[config.mk]
export PLATFORM = sky130hd
export DESIGN_NAME = control_contador
export DESIGN_NICKNAME = d
export VERILOG_FILES = /design/src/rtl/control_contador.sv
export SDC_FILE = /design/constraint.sdc
export NUM_CORES = 1
export LEC_CHECK = 0
export ABC_AREA = 0
export BUFFER_PORTS_ARGS = -buffer_cell sky130_fd_sc_hd__buf_4
export CORE_MARGIN = 1
export CORE_UTILIZATION = 52
export DETAILED_ROUTE_END_ITERATION = 8
export PLACE_DENSITY_LB_ADDON = 0.15
export SYNTH_ARGS = -nofsm -noshare
export SYNTH_HDL_FRONTEND = slang
export SYNTH_SLANG_ARGS = --single-unit
[constraint.sdc]
create_clock -name clk -period 2.25 [get_ports clk]
set_input_delay 0 -clock clk [delete_from_list [all_inputs] [get_ports clk]]
set_output_delay 0 -clock clk [all_outputs]
set_load 0.03 [all_outputs]
[src/rtl/control_contador.sv]
// Up/down counter controller: button synchronizers, run/pause FSM,
// wrap or ping-pong limit handling and load/step pulse generation.
module control_contador #(
    parameter int SYNC_STAGES = 2
) (
    input  logic       clk,
    input  logic       rst,
    input  logic       tick,
    input  logic       btn_start,
    input  logic       btn_stop,
    input  logic       btn_modo,
    input  logic       manual_sel,
    input  logic [3:0] sw_manual,
    input  logic [3:0] lim_inf,
    input  logic [3:0] lim_sup,
    input  logic [3:0] count_in,
    output logic       cnt_en,
    output logic       direccion,
    output logic       load,
    output logic [3:0] load_val,
    output logic [1:0] estado,
    output logic       modo,
    output logic       err
);

    typedef enum logic [1:0] {
        IDLE  = 2'b00,
        RUN   = 2'b01,
        PAUSA = 2'b10,
        CARGA = 2'b11
    } state_t;

    localparam int CW = $clog2(SYNC_STAGES + 1);

    logic [2:0]    sync [SYNC_STAGES];
    logic [2:0]    sync_out;
    logic [2:0]    prev;
    logic [2:0]    armed;
    logic [2:0]    edge_det;
    logic [CW-1:0] settle_cnt;
    logic          settled;

    logic start_e;
    logic stop_e;
    logic modo_e;

    state_t     state;
    state_t     state_n;
    logic       cnt_en_n;
    logic       load_n;
    logic [3:0] load_val_n;
    logic       dir_n;
    logic       modo_n;
    logic       at_sup;
    logic       at_inf;

    assign sync_out = sync[SYNC_STAGES-1];
    assign settled  = (settle_cnt == CW'(SYNC_STAGES));
    assign edge_det = sync_out & ~prev & armed;
    assign start_e  = edge_det[0];
    assign stop_e   = edge_det[1];
    assign modo_e   = edge_det[2];

    // A button only arms once the chain has refilled after reset and
    // shows it released, so a button held through reset cannot fire.
    always_ff @(posedge clk or negedge rst) begin
        if (!rst) begin
            for (int i = 0; i < SYNC_STAGES; i++) begin
                sync[i] <= '0;
            end
            prev       <= '0;
            armed      <= '0;
            settle_cnt <= '0;
        end else begin
            sync[0] <= {btn_modo, btn_stop, btn_start};
            for (int i = 1; i < SYNC_STAGES; i++) begin
                sync[i] <= sync[i-1];
            end
            prev  <= sync_out;
            armed <= armed | ({3{settled}} & ~sync_out);
            if (!settled) begin
                settle_cnt <= settle_cnt + 1'b1;
            end
        end
    end

    assign err    = (lim_inf > lim_sup);
    assign at_sup = (count_in >= lim_sup);
    assign at_inf = (count_in <= lim_inf);
    assign estado = state;

    always_comb begin
        state_n    = state;
        cnt_en_n   = 1'b0;
        load_n     = 1'b0;
        load_val_n = load_val;
        dir_n      = direccion;
        modo_n     = modo ^ modo_e;
        unique case (state)
            IDLE: begin
                if (start_e && !stop_e && !err) begin
                    state_n    = CARGA;
                    load_n     = 1'b1;
                    load_val_n = manual_sel ? sw_manual : lim_inf;
                    dir_n      = 1'b1;
                end
            end
            CARGA: begin
                state_n = RUN;
            end
            RUN: begin
                if (stop_e || err) begin
                    state_n = PAUSA;
                end else if (tick) begin
                    if (manual_sel) begin
                        load_n     = 1'b1;
                        load_val_n = sw_manual;
                    end else if (!modo && direccion && at_sup) begin
                        load_n     = 1'b1;
                        load_val_n = lim_inf;
                    end else if (!modo && !direccion && at_inf) begin
                        load_n     = 1'b1;
                        load_val_n = lim_sup;
                    end else if (modo && direccion && at_sup) begin
                        dir_n    = 1'b0;
                        cnt_en_n = 1'b1;
                    end else if (modo && !direccion && at_inf) begin
                        dir_n    = 1'b1;
                        cnt_en_n = 1'b1;
                    end else begin
                        cnt_en_n = 1'b1;
                    end
                end
            end
            PAUSA: begin
                if (stop_e) begin
                    state_n = IDLE;
                end else if (start_e && !err) begin
                    state_n = RUN;
                end
            end
        endcase
    end

    always_ff @(posedge clk or negedge rst) begin
        if (!rst) begin
            state     <= IDLE;
            cnt_en    <= 1'b0;
            load      <= 1'b0;
            load_val  <= 4'd0;
            direccion <= 1'b1;
            modo      <= 1'b0;
        end else begin
            state     <= state_n;
            cnt_en    <= cnt_en_n;
            load      <= load_n;
            load_val  <= load_val_n;
            direccion <= dir_n;
            modo      <= modo_n;
        end
    end

endmodule

==> summary.md <==
| Metric | Value |
|---|---|
| Status | completed |
| Worst VDD drop | 0.777 mV |
| Post-Synth Simple-Gate Area | 11.9% |
| Slew margin rel. | 63.9% |
| HP Class | primary input to flip-flop |
| Hold Buf Count CTS | 5 |
| Register bit total from synthesis | 24 |
| Synth-to-layout area growth | 27.1% |
| R2R Setup Slk | 0.48 ns |
| Setup TNS | 0 ns |
| Final HPWL from detailed placement | 2190 um |
| Setup Viol. Count Final | 0 |
| YS warnings | 0 |
| Adder-Cell Fraction of Synth Area | 12.3% |
| Unrepaired setup endpoints after global routing | no |
| Drt wl/cell | 13.6 um |
| Tmin final | 1.77 ns |
| Hold EP | cnt_en$_DFF_PN0_ |
| CP Class | flip-flop to flip-flop |
| Compound-Gate Fraction of Synth Area | 20.7% |
| Clk Latency, worst-skew pair | 0.30 ns |
| Antenna violations before repair | 0 |
| Fraction of layout instances using a drive strength above 1 | 25.4% |
| Final core occ | 73.3% |
| Main combinational cell family by area after synthesis | compound AO/OA/AOI/OAI gates |
| PD cells | 808 mW/mm^2 |
| First-pass GRT wire length | 4250 um |
| CTS tree | done |
| Hold path cells | 4 |
| Critical Path AT | 2.00 ns |
| Inserted Clock Buffers | 3 |
| Total number of vias | 1093 |
| Grt ovf | 0 |
| Critical Path Source Type | flip-flop |
| Synthesized net count | 163 |
| Synth Area per Inst | 10.4 um^2 |
| Avg Vias per Cell | 5.55 |
| Total power | 1.36 mW |
| R2R depth | 5 |
| Clock sinks | 24 |
| CTS root buffer | clkbuf_4 |
| IO Pins | 34 |
| Setup crit end kind | flip-flop |
| Mapped Area | 0.00133 mm^2 |
| Chip width | 52.5 um |
| Max-cap violations | 0 |
| Fmax | 0.566 GHz |
| # rows | 17 |
| Clock Skews | 0.00807 ns |
| P_leak | 0.856 nW |
| Largest net degree at the start of global routing | 25 |
| Seq/Total Area, Yosys | 45.4% |
| CORE AREA | 0.00230 mm^2 |
| Reg2reg end | load_val[3]$_DFFE_PN0P_ |
| GP Congestion | 0.912 |
| XOR/XNOR share of the synthesized area | 1.32% |
| Post-DRT Antenna Nets | 0 |
| Number of gates resized after CTS | 0 |
| Die Y | 52.5 um |
| WP data required | 2.48 ns |
| Tot GR Track Use | 21.7% |
| CTS max path bufs | 2 |
| Port Buffer Count | 33 |
| H-tree levels | 1 |
| # nets final | 206 |
| Initial core utilization | 57.7% |
| Clock transition at path regs | 0.12 ns |
| Hold Path Origin | manual_sel |
| Diode count | 0 |
| Crit-path max FO | 5 |
| Post-synthesis mux area share | 3.02% |
| Period Utilization, post-route | 78.5% |
| Die footprint | 0.00275 mm^2 |
| Drt drc | 0 |
| Post-synth cell types | 34 |
| Worst slew pin tran | 0.537 ns |
| Final Max Slew Viols | 0 |
| Vias in the first global route | 1013 |
| Final hold viol count | 0 |
| DRT Wirelength | 2680 um |
| # Post-CTS Setup Buffers | 0 |
| Reg-to-reg critical path startpoint | direccion$_DFFE_PN1P_ |
| Initial DRC count | 20 |
| Post-Syn Instances | 127 |
| First-pass detailed-route iteration total | 5 |
cell type report:
type / instances / area (um^2)
Clock buffer: 4 / 26.3
Tap cell: 28 / 35.0
Timing Repair Buffer: 38 / 298
Sequential cell: 24 / 602
Multi-Input combinational cell: 84 / 652
Inverter: 19 / 71.3
Fill cell: 180 / 613
layer usage:
| metal | track usage, % | part of all wire, % | vias up |
|---|---|---|---|
| met5 | 0 | 0 | - |
| met4 | 7.46 | 0.63 | 0 |
| met3 | 5.22 | 3.5 | 2 |
| met2 | 38.6 | 51 | 25 |
| met1 | 25.3 | 45 | 540 |
| li1 | - | - | 526 |
worst max-delay path, cell delays in order, from the launching register on:
cell and delay (ns):
dfstp_2 0.59, inv_1 0.09, o31ai_2 0.23, o31ai_1 0.16
o31ai_4 0.38, mux2i_1 0.24
placed cells by master (no fill, tap or decap), types with 2 or more instances in the layout:
cell type / count
dlygate4sd3_1: 5
mux2i_1: 4
ha_1: 13
nor2_1: 7
o21ai_0: 4
a21oi_1: 6
o211ai_1: 2
buf_4: 33
dfrtp_1: 23
clkbuf_4: 3
nand4_1: 2
nand2b_1: 5
or2_1: 2
o21ai_1: 5
a21o_1: 4
inv_1: 18
o21a_1: 2
o221ai_1: 4
nor2b_1: 2
nand2_1: 7
synth_stat cells (all sizes together):
cell    count  area share [%]
a211oi      1             1.5
a21boi      1            0.57
a21o        5             2.9
a21oi       6             2.3
and3b       1            0.66
dfrtp      23              43
dfstp       1             2.0
ha         13              12
inv        19             5.4
mux2i       4             3.0
nand2       7             2.0
nand2b      5             2.4
nand3b      1            0.57
nand4       2            0.94
nor2        7             2.0
nor2b       2            0.94
nor3        1            0.38
nor3b       1            0.57
o211ai      2             1.1
o21a        2             1.1
o21ai       9             3.4
o221ai      4             2.6
o31a        1             1.3
o31ai       3             3.1
o41ai       1            0.66
or2         2            0.94
or4         1            0.57
xnor2       1            0.66
xor2        1            0.66
through the flow:
stage / setup WS [ns] / area, um^2 / hold WS [ns] / instances
2_1_floorplan: 0.538 / 1330 / -0.296 / 127
3_3_place_gp: 0.534 / 1610 / -0.0972 / 188
3_5_place_dp: 0.470 / 1610 / -0.0915 / 188
4_1_cts: 0.483 / 1680 / 0.0341 / 197
5_1_grt: 0.348 / 1680 / 0.0542 / 197
6_report: 0.484 / 1680 / 0.0435 / 197
power breakdown:
group / total (mW) / internal [mW] / switching (mW)
logic: 0.574 / 0.237 / 0.337
clock network: 0.187 / 0.0691 / 0.118
registers: 0.599 / 0.511 / 0.0881
total: 1.36 / 0.817 / 0.544
flip-flops by register name (all words and copies together) (netlist names):
signal	flops
load	1
estado	2
load_val	4
modo	1
sync_out	3
cnt_en	1
settle_cnt	2
prev	3
direccion	1
armed	3
sync	3
cells by family after synthesis:
| logic type | count (synthesis) |
|---|---|
| AOI/OAI and AO/OA | 35 |
| xor gates and xnor gates | 2 |
| adders and majority gates | 13 |
| buffers and inverters | 19 |
| DFF | 24 |
| muxes | 4 |
| and+or+nand+nor | 30 |
how the worst max path moves through the flow:
stage	depth (start not counted)	startpoint	endpoint
after floorplan	5	direccion$_DFFE_PN1P_	load_val[0]$_DFFE_PN0P_
after global routing	5	direccion$_DFFE_PN1P_	load_val[3]$_DFFE_PN0P_
after detailed placement	9	lim_sup[1]	load_val[3]$_DFFE_PN0P_
after CTS	5	direccion$_DFFE_PN1P_	load_val[2]$_DFFE_PN0P_
after global placement	9	lim_sup[1]	load_val[1]$_DFFE_PN0P_
final	5	direccion$_DFFE_PN1P_	load_val[3]$_DFFE_PN0P_
(Power assumes the default switching activity.)
